File: src/rtl/apb_master_if_if.sv
`default_nettype none
// ============================================================================
//  Module   : apb_master_if_if
//  Purpose  : Bundles the local request/response handshake and the APB bus
//             lines of the APB initiator. The master modport is the
//             initiator's view; the slave modport is the view of the
//             environment around it (local requester plus APB target).
//  Revision : 1.0 - initial release
// ============================================================================
interface apb_master_if_if #(
    parameter int APB_DATA_WIDTH = 32,
    parameter int APB_ADDR_WIDTH = 32
);
    // Local request channel
    logic                          req_valid_in;
    logic                          req_ready_out;
    logic [APB_ADDR_WIDTH-1:0]     req_addr_in;
    logic                          req_write_in;
    logic [APB_DATA_WIDTH-1:0]     req_wdata_in;
    logic [APB_DATA_WIDTH/8-1:0]   req_strb_in;
    logic [2:0]                    req_prot_in;

    // Local response channel
    logic                          resp_valid_out;
    logic [APB_DATA_WIDTH-1:0]     resp_rdata_out;
    logic                          resp_error_out;

    // APB bus
    logic [APB_ADDR_WIDTH-1:0]     apb_addr_out;
    logic                          apb_psel_out;
    logic                          apb_penable_out;
    logic                          apb_write_out;
    logic [APB_DATA_WIDTH-1:0]     apb_wdata_out;
    logic [APB_DATA_WIDTH/8-1:0]   apb_strb_out;
    logic [2:0]                    apb_prot_out;
    logic [APB_DATA_WIDTH-1:0]     apb_rdata_in;
    logic                          apb_ready_in;
    logic                          apb_slverr_in;

    modport master (
        input  req_valid_in, req_addr_in, req_write_in, req_wdata_in,
               req_strb_in, req_prot_in,
               apb_rdata_in, apb_ready_in, apb_slverr_in,
        output req_ready_out,
               resp_valid_out, resp_rdata_out, resp_error_out,
               apb_addr_out, apb_psel_out, apb_penable_out, apb_write_out,
               apb_wdata_out, apb_strb_out, apb_prot_out
    );

    modport slave (
        output req_valid_in, req_addr_in, req_write_in, req_wdata_in,
               req_strb_in, req_prot_in,
               apb_rdata_in, apb_ready_in, apb_slverr_in,
        input  req_ready_out,
               resp_valid_out, resp_rdata_out, resp_error_out,
               apb_addr_out, apb_psel_out, apb_penable_out, apb_write_out,
               apb_wdata_out, apb_strb_out, apb_prot_out
    );
endinterface
`default_nettype wire

File: src/rtl/apb_master_if.sv
`default_nettype none
// ============================================================================
//  Module   : apb_master_if
//  Purpose  : APB initiator. Takes one read/write request at a time over a
//             valid/ready handshake, runs SETUP/ACCESS on the APB bus and
//             returns a single-cycle response carrying read data and an error
//             flag. Each ACCESS phase is bounded by a PREADY timeout.
//  Revision : 1.0 - initial release
// ============================================================================
module apb_master_if #(
    parameter int APB_DATA_WIDTH = 32,
    parameter int APB_ADDR_WIDTH = 32,
    parameter int TIMEOUT_CYCLE  = 16
) (
    input  logic            apb_clk_in,
    input  logic            apb_rstn_in,
    apb_master_if_if.master bus
);

    localparam int STRB_WIDTH   = APB_DATA_WIDTH / 8;
    // A zero timeout still needs a legal one-bit counter vector.
    localparam int CNT_WIDTH    = (TIMEOUT_CYCLE > 0) ? $clog2(TIMEOUT_CYCLE + 1) : 1;
    localparam int CNT_LAST_INT = (TIMEOUT_CYCLE > 0) ? (TIMEOUT_CYCLE - 1) : 0;
    localparam logic [CNT_WIDTH-1:0] CNT_LAST = CNT_WIDTH'(CNT_LAST_INT);
    localparam bit   TIMEOUT_EN = (TIMEOUT_CYCLE > 0);

    typedef enum logic [1:0] {
        ST_IDLE   = 2'd0,
        ST_SETUP  = 2'd1,
        ST_ACCESS = 2'd2
    } state_t;

    state_t                    state_q,       state_d;
    logic [APB_ADDR_WIDTH-1:0] addr_q,        addr_d;
    logic                      write_q,       write_d;
    logic [APB_DATA_WIDTH-1:0] wdata_q,       wdata_d;
    logic [STRB_WIDTH-1:0]     strb_q,        strb_d;
    logic [2:0]                prot_q,        prot_d;
    logic                      psel_q,        psel_d;
    logic                      penable_q,     penable_d;
    logic                      resp_valid_q,  resp_valid_d;
    logic [APB_DATA_WIDTH-1:0] resp_rdata_q,  resp_rdata_d;
    logic                      resp_error_q,  resp_error_d;
    logic [CNT_WIDTH-1:0]      cnt_q,         cnt_d;

    // State and output registers; reset aborts any transfer without a response.
    always_ff @(posedge apb_clk_in or negedge apb_rstn_in) begin
        if (!apb_rstn_in) begin
            state_q      <= ST_IDLE;
            addr_q       <= '0;
            write_q      <= 1'b0;
            wdata_q      <= '0;
            strb_q       <= '0;
            prot_q       <= '0;
            psel_q       <= 1'b0;
            penable_q    <= 1'b0;
            resp_valid_q <= 1'b0;
            resp_rdata_q <= '0;
            resp_error_q <= 1'b0;
            cnt_q        <= '0;
        end else begin
            state_q      <= state_d;
            addr_q       <= addr_d;
            write_q      <= write_d;
            wdata_q      <= wdata_d;
            strb_q       <= strb_d;
            prot_q       <= prot_d;
            psel_q       <= psel_d;
            penable_q    <= penable_d;
            resp_valid_q <= resp_valid_d;
            resp_rdata_q <= resp_rdata_d;
            resp_error_q <= resp_error_d;
            cnt_q        <= cnt_d;
        end
    end

    // Next-state and next-output logic; bus fields hold unless a request is accepted.
    always_comb begin
        state_d      = state_q;
        addr_d       = addr_q;
        write_d      = write_q;
        wdata_d      = wdata_q;
        strb_d       = strb_q;
        prot_d       = prot_q;
        psel_d       = psel_q;
        penable_d    = penable_q;
        resp_valid_d = 1'b0;
        resp_rdata_d = resp_rdata_q;
        resp_error_d = resp_error_q;
        cnt_d        = cnt_q;

        case (state_q)
            ST_IDLE: begin
                if (bus.req_valid_in) begin
                    addr_d    = bus.req_addr_in;
                    write_d   = bus.req_write_in;
                    // Reads present zero write data and strobes on the bus.
                    wdata_d   = bus.req_write_in ? bus.req_wdata_in : '0;
                    strb_d    = bus.req_write_in ? bus.req_strb_in  : '0;
                    prot_d    = bus.req_prot_in;
                    psel_d    = 1'b1;
                    penable_d = 1'b0;
                    state_d   = ST_SETUP;
                end
            end

            ST_SETUP: begin
                penable_d = 1'b1;
                cnt_d     = '0;
                state_d   = ST_ACCESS;
            end

            ST_ACCESS: begin
                if (bus.apb_ready_in) begin
                    // PREADY takes priority over a timeout in the same cycle.
                    psel_d       = 1'b0;
                    penable_d    = 1'b0;
                    resp_valid_d = 1'b1;
                    resp_error_d = bus.apb_slverr_in;
                    resp_rdata_d = (!write_q && !bus.apb_slverr_in) ? bus.apb_rdata_in : '0;
                    state_d      = ST_IDLE;
                end else if (TIMEOUT_EN && (cnt_q == CNT_LAST)) begin
                    psel_d       = 1'b0;
                    penable_d    = 1'b0;
                    resp_valid_d = 1'b1;
                    resp_error_d = 1'b1;
                    resp_rdata_d = '0;
                    state_d      = ST_IDLE;
                end else if (cnt_q != {CNT_WIDTH{1'b1}}) begin
                    // Saturate rather than wrap when the timeout is disabled.
                    cnt_d = cnt_q + CNT_WIDTH'(1);
                end
            end

            default: begin
                state_d = ST_IDLE;
            end
        endcase
    end

    assign bus.req_ready_out   = (state_q == ST_IDLE);
    assign bus.resp_valid_out  = resp_valid_q;
    assign bus.resp_rdata_out  = resp_rdata_q;
    assign bus.resp_error_out  = resp_error_q;
    assign bus.apb_addr_out    = addr_q;
    assign bus.apb_psel_out    = psel_q;
    assign bus.apb_penable_out = penable_q;
    assign bus.apb_write_out   = write_q;
    assign bus.apb_wdata_out   = wdata_q;
    assign bus.apb_strb_out    = strb_q;
    assign bus.apb_prot_out    = prot_q;

endmodule
`default_nettype wire

File: src/flat_wrapper.sv
// flat-port wrapper written by rule: the top's interface ports become plain ports
module apb_master_if_flat 
#(
    parameter int APB_DATA_WIDTH = 32,
    parameter int APB_ADDR_WIDTH = 32,
    parameter int TIMEOUT_CYCLE  = 16
)
  (apb_clk_in, apb_rstn_in, bus_req_valid_in, bus_req_addr_in, bus_req_write_in, bus_req_wdata_in, bus_req_strb_in, bus_req_prot_in, bus_apb_rdata_in, bus_apb_ready_in, bus_apb_slverr_in, bus_req_ready_out, bus_resp_valid_out, bus_resp_rdata_out, bus_resp_error_out, bus_apb_addr_out, bus_apb_psel_out, bus_apb_penable_out, bus_apb_write_out, bus_apb_wdata_out, bus_apb_strb_out, bus_apb_prot_out);
  apb_master_if_if #(.APB_DATA_WIDTH(APB_DATA_WIDTH), .APB_ADDR_WIDTH(APB_ADDR_WIDTH)) bus_i ();
  input  logic apb_clk_in;
  input  logic apb_rstn_in;
  input wire logic [$bits(bus_i.req_valid_in)-1:0] bus_req_valid_in;
  input wire logic [$bits(bus_i.req_addr_in)-1:0] bus_req_addr_in;
  input wire logic [$bits(bus_i.req_write_in)-1:0] bus_req_write_in;
  input wire logic [$bits(bus_i.req_wdata_in)-1:0] bus_req_wdata_in;
  input wire logic [$bits(bus_i.req_strb_in)-1:0] bus_req_strb_in;
  input wire logic [$bits(bus_i.req_prot_in)-1:0] bus_req_prot_in;
  input wire logic [$bits(bus_i.apb_rdata_in)-1:0] bus_apb_rdata_in;
  input wire logic [$bits(bus_i.apb_ready_in)-1:0] bus_apb_ready_in;
  input wire logic [$bits(bus_i.apb_slverr_in)-1:0] bus_apb_slverr_in;
  output wire logic [$bits(bus_i.req_ready_out)-1:0] bus_req_ready_out;
  output wire logic [$bits(bus_i.resp_valid_out)-1:0] bus_resp_valid_out;
  output wire logic [$bits(bus_i.resp_rdata_out)-1:0] bus_resp_rdata_out;
  output wire logic [$bits(bus_i.resp_error_out)-1:0] bus_resp_error_out;
  output wire logic [$bits(bus_i.apb_addr_out)-1:0] bus_apb_addr_out;
  output wire logic [$bits(bus_i.apb_psel_out)-1:0] bus_apb_psel_out;
  output wire logic [$bits(bus_i.apb_penable_out)-1:0] bus_apb_penable_out;
  output wire logic [$bits(bus_i.apb_write_out)-1:0] bus_apb_write_out;
  output wire logic [$bits(bus_i.apb_wdata_out)-1:0] bus_apb_wdata_out;
  output wire logic [$bits(bus_i.apb_strb_out)-1:0] bus_apb_strb_out;
  output wire logic [$bits(bus_i.apb_prot_out)-1:0] bus_apb_prot_out;
  assign bus_i.req_valid_in = bus_req_valid_in;
  assign bus_i.req_addr_in = bus_req_addr_in;
  assign bus_i.req_write_in = bus_req_write_in;
  assign bus_i.req_wdata_in = bus_req_wdata_in;
  assign bus_i.req_strb_in = bus_req_strb_in;
  assign bus_i.req_prot_in = bus_req_prot_in;
  assign bus_i.apb_rdata_in = bus_apb_rdata_in;
  assign bus_i.apb_ready_in = bus_apb_ready_in;
  assign bus_i.apb_slverr_in = bus_apb_slverr_in;
  assign bus_req_ready_out = bus_i.req_ready_out;
  assign bus_resp_valid_out = bus_i.resp_valid_out;
  assign bus_resp_rdata_out = bus_i.resp_rdata_out;
  assign bus_resp_error_out = bus_i.resp_error_out;
  assign bus_apb_addr_out = bus_i.apb_addr_out;
  assign bus_apb_psel_out = bus_i.apb_psel_out;
  assign bus_apb_penable_out = bus_i.apb_penable_out;
  assign bus_apb_write_out = bus_i.apb_write_out;
  assign bus_apb_wdata_out = bus_i.apb_wdata_out;
  assign bus_apb_strb_out = bus_i.apb_strb_out;
  assign bus_apb_prot_out = bus_i.apb_prot_out;
  apb_master_if #(.APB_DATA_WIDTH(APB_DATA_WIDTH), .APB_ADDR_WIDTH(APB_ADDR_WIDTH), .TIMEOUT_CYCLE(TIMEOUT_CYCLE)) u_core (.apb_clk_in(apb_clk_in), .apb_rstn_in(apb_rstn_in), .bus(bus_i));
endmodule
File: config.mk
export PLATFORM = sky130hd
export DESIGN_NAME = apb_master_if_flat
export DESIGN_NICKNAME = d
export VERILOG_FILES = /design/src/rtl/apb_master_if_if.sv /design/src/rtl/apb_master_if.sv /design/src/flat_wrapper.sv
export SDC_FILE = /design/constraint.sdc
export NUM_CORES = 1
export LEC_CHECK = 0
export CAP_MARGIN = 20
export CORE_UTILIZATION = 38
export CTS_BUF_LIST = sky130_fd_sc_hd__clkbuf_4 sky130_fd_sc_hd__clkbuf_8
export DETAILED_ROUTE_END_ITERATION = 7
export PLACE_DENSITY_LB_ADDON = 0.1
export SYNTH_ARGS = -nofsm -noshare
export SYNTH_HDL_FRONTEND = slang
export SYNTH_SLANG_ARGS = --single-unit
File: constraint.sdc
create_clock -name apb_clk_in -period 1.8 [get_ports apb_clk_in]
set_input_delay 0.27 -clock apb_clk_in [delete_from_list [all_inputs] [get_ports apb_clk_in]]
set_output_delay 0.27 -clock apb_clk_in [all_outputs]
set_load 0.01 [all_outputs]
Word-level counts from Yosys, hierarchy flattened --
Index checks and enable logic that the tools add are counted.
Word-level totals: output and inout bits 109, input port bits 109, register bits 115
Operators by class: eq/ne operators 9, multiplexer cells 24, add/subtract/negate cells 1, reductions and logical operators 14
Operators by type and width (number):
- two-way mux 32 bit | 4
- two-way mux 5 bit | 3
- case mux 5 bit (2 select lines) | 1
- two-way mux 1 bit | 9
- two-way mux 2 bit | 3
- != test 2 bit, second input constant | 3
- case mux 2 bit (3 select lines) | 1
- AND reduction 2 bit | 3
- AND reduction 3 bit | 2
- nonzero test 2 bit | 3
- adder 5 x 1 -> 5 bit, second input constant | 1
- == test 5 x 4 -> 1 bit, second input constant | 1
- != test 5 bit, second input constant | 1
- two-way mux 4 bit | 1
- AND reduction 4 bit | 1
- != test 3 x 2 -> 1 bit, second input constant | 1
- case mux 1 bit (3 select lines) | 1
- nonzero test 3 bit | 1
- == test 2 x 1 -> 1 bit, second input constant | 1
- == test 2 bit, second input constant | 1
- logical NOT 1 bit | 2
- logical NOT 2 bit | 1
- != test 2 x 1 -> 1 bit, second input constant | 1
- case mux 1 bit (2 select lines) | 1
- logical AND 1 bit | 1

Logic depth before layout (Yosys ltp) --
depth after elaboration 5, mapped depth 8

Least setup slack after synthesis --
OpenSTA, ideal clock, no wires.
path type flip-flop to flip-flop, start point register u_core.cnt_q[0], end point register u_core.cnt_q[2], cell stages (with the launch flop) 7, setup time 0.069 ns, data arrival time 1.893 ns, slack -0.162 ns, required time 1.731 ns, cell sequence dfrtp_1 ha_1 and3_1 ha_1 or4b_1 or3_1 nand3_1
Between the ends: cells in the longest elaborated chain, start to end 5
Ends and longest elaborated chain:
- start, declared | line apb_master_if.sv:44 | logic [CNT_WIDTH-1:0] cnt_q, cnt_d;
- start signal, assigned | line apb_master_if.sv:73 | cnt_q <= cnt_d;
- adder 5 x 1 -> 5 bit | line apb_master_if.sv:131 | cnt_d = cnt_q + CNT_WIDTH'(1);
- two-way mux 5 bit | line apb_master_if.sv:129 | end else if (cnt_q != {CNT_WIDTH{1'b1}}) begin
- two-way mux 5 bit | line apb_master_if.sv:122 | end else if (TIMEOUT_EN && (cnt_q == CNT_LAST)) begin
- two-way mux 5 bit | line apb_master_if.sv:114 | if (bus.apb_ready_in) begin
- case mux 5 bit (2 select lines) | line apb_master_if.sv:92 | case (state_q)
Several ways; a longest one is shown, not always the timed one. The select of a mux whose other input is x is not followed. A chain may end at the register's enable or synchronous reset.

Worst setup path in the final report --
start point register u_core.cnt_q[1], end point register u_core.cnt_q[2]
Same word-level chain as after synthesis.

==> reports/metrics.csv <==
metric,value,unit
global-route wire length before repair,19150,microns
Final setup violation count,34,
clk sinks,115,
CORE AREA,11520,sq um
DP HPWL,8246,microns
"Remaining Overflow, GRT",0,
"commonest cells after routing, fill and taps aside","clkdlybuf4s50_1, dfrtp_1, nand2_1, mux2_4, a22o_1",
kind of cell adding the most delay to the critical path,simple AND/OR/NAND/NOR gates,
Final nets,706,
TNS Setup,-824.5,ps
routed vias,3564,
max incr delay on CP,530,ps
synthesized area,4543,sq um
ANT nets after route,0,
Die Height,111.3,microns
# rows,39,
RSZ-0062 raised after global routing,true,
initial antenna violation count,0,
Setup Skew,9.777,ps
headroom to the max-slew limit,67.28,%
IO buf count,217,
Max Cap Viol,0,
VDD IR max,986.7,uV
Max Root-Sink Buffers,2,
Worst Path Buf+Inv,0,
Synth Area per Inst,12.91,sq um
Startpoint Class,flop,
status,finished with violations,
CTS H-Tree Depth,4,
Final Critical Period,1902,ps
worst-skew pair later-pin latency,430,ps
Worst EP required,2170,ps
largest cells by area after synthesis,"dfrtp_1, mux2_4, nand2_1",
Ant. Diodes,0,
fmax,525.6,MHz
Final Power,0.01248,W
Avg WL per Cell,16.06,microns
Initial Util,39.45,%
Post-Route WL,12030,microns
Post-Syn Instances,352,
DRC viols,22,
share of the synthesized area in the top cell type,63.34,%
period utilization,105.7,%
drt via density,4.758,
failing checks,"design-rule violations, negative setup slack",
initial DRC count,201,
P&R area growth vs syn,67.06,%
Ys Warns,0,
register-to-register setup slack,-100,ps
layout cells sized above 1,17.66,%
GPL Wtd Cong,0.7631,
I/O pins,218,
Slew Limit Fails,0,
vias in the first global route,3757,
"Data arrival, critical path",2270,ps
crit path kind,reg -> reg,
Fillers,931,
TritonCTS clock tree,yes,
die width,111.3,microns
drt first pass iters,6,
Num CTS Buffers,17,
Crit. End Element,flop,
worst setup slack after layout,-102.4,ps
Final Hold Fails,0,
largest net degree at the start of global routing,59,
placed cell area,7032,sq um
Synth area leader,dfrtp_1,
"Max stage delay cell, worst path",or4b_1,
"most common cell after layout, fill and taps aside",clkdlybuf4s50_1,
post-synthesis xor/xnor area fraction,0.1928,%
largest family of logic cells by synthesized area,multiplexers,
DIE AREA,12400,sq um
Leak Pwr,3.440,nW
Total GRT Usage,20.24,%
power density cells,1644,nW/um^2
adder-cell area share of the yosys netlist,0.8262,%
compound-cell area share of the yosys netlist,10.74,%
clock tree root driver cell,clkbuf_8,
cell area after layout,7590,sq um
syn nets,464,
Post-Synth Simple-Gate Area,8.868,%
"Reg clk slew, reported paths",60,ps
#FFs+latches synth,115,
worst hold path type,in -> async,
fraction of synthesized area in multiplexers,12.78,%
post-synthesis sequential area ratio,63.34,%
Worst Path Max Fanout,2,
Worst Max-Slew Pin Slew,490.8,ps
final core utilization,65.91,%
post-synth cell types,30,
CP Cell Sequence,"ha_2, and3_4, ha_4, or4b_1, or3_1, nand3_1",
[kinds of logic after synthesis]
family	count (synthesis)
DFF	115
and+or+nand+nor	94
AOI/OAI and AO/OA	72
muxes	40
buffers and inverters	27
adders and majority gates	3
xor gates and xnor gates	1
[metal layers]
layer / part of all wire [%] / wire length, microns / track usage [%]
met5: 0 / 0 / 0
met4: 2.1 / 249 / 8.919
met3: 7.9 / 951 / 8.438
met2: 48 / 5774 / 32.79
met1: 42 / 5052 / 23.57
[synth_stat cells]
cell and count:
dfrtp_1 115, nand2_1 76, mux2_4 36, a22o_1 32, o21ai_0 27, clkbuf_1 10
o21ai_1 10, buf_2 7, buf_6 4, inv_1 4, mux2i_1 4, ha_1 3
nand3_1 3, nor2_1 3, buf_4 2, nand2b_1 2, a21o_1 1, and2_1 1
and3_1 1, nand4bb_1 1, nor2b_1 1, nor3_1 1, nor4_2 1, o21a_1 1
o31ai_1 1, or2_1 1, or3_1 1, or3b_1 1, or4b_1 1, xor2_1 1
[registers in the layout, indices dropped and copies added (netlist names)]
| register | count |
|---|---|
| u_core.bus.apb_addr_out | 32 |
| u_core.bus.apb_penable_out | 1 |
| u_core.bus.apb_prot_out | 3 |
| u_core.bus.apb_psel_out | 1 |
| u_core.bus.apb_strb_out | 4 |
| u_core.bus.apb_wdata_out | 32 |
| u_core.bus.apb_write_out | 1 |
| u_core.bus.resp_error_out | 1 |
| u_core.bus.resp_rdata_out | 32 |
| u_core.bus.resp_valid_out | 1 |
| u_core.cnt_q | 5 |
| u_core.state_q | 2 |
[layout make-up]
class                           instances  area [sq um]  area share [%]
Multi-Input combinational cell        210          1560           20.56
Sequential cell                       115          2878           37.92
Clock inverter                          4         70.07          0.9232
Inverter                                4         15.01          0.1978
Tap cell                              143         178.9           2.357
Clock buffer                           27         340.3           4.484
Timing Repair Buffer                  246          2547           33.56
[worst paths after layout]
path	start	to	cells after the start
hold / removal	apb_rstn_in	u_core.cnt_q[2]	2
max in group asynchronous	apb_rstn_in	u_core.bus.resp_rdata_out[26]	3
hold reg to reg	u_core.bus.apb_wdata_out[3]	u_core.bus.apb_wdata_out[3]	2
setup reg to reg	u_core.cnt_q[1]	u_core.cnt_q[2]	6
min in group apb_clk_in	bus_req_wdata_in[21]	u_core.bus.apb_wdata_out[21]	3
setup / recovery	u_core.cnt_q[1]	u_core.cnt_q[2]	6
[per-stage QoR]
stage	hold WS (ps)	instances	setup WS [ps]
after floorplan	-25.59	352	-64.42
after detailed placement	266.0	712	-103.6
final	345.8	749	-102.4
after global placement	271.6	712	-70.32
after global routing	342.5	749	-172.0
after CTS	328.3	745	-107.6
[report_power, final]
group | switching [W] | internal, W
combinational | 0.00203 | 0.00352
clock | 0.000975 | 0.00148
sequential | 0.000698 | 0.00377
total | 0.00371 | 0.00877
[timing repair]
action,4_1_cts,5_1_grt
endpoints found under the hold margin,30,0
setup buffers,0,1
resized for setup,4,7
pin swaps,1,35
hold buffers,1,0
setup endpoints to repair,19,39
cloned,1,3
No activity file was read; power rests on OpenSTA's default activity.
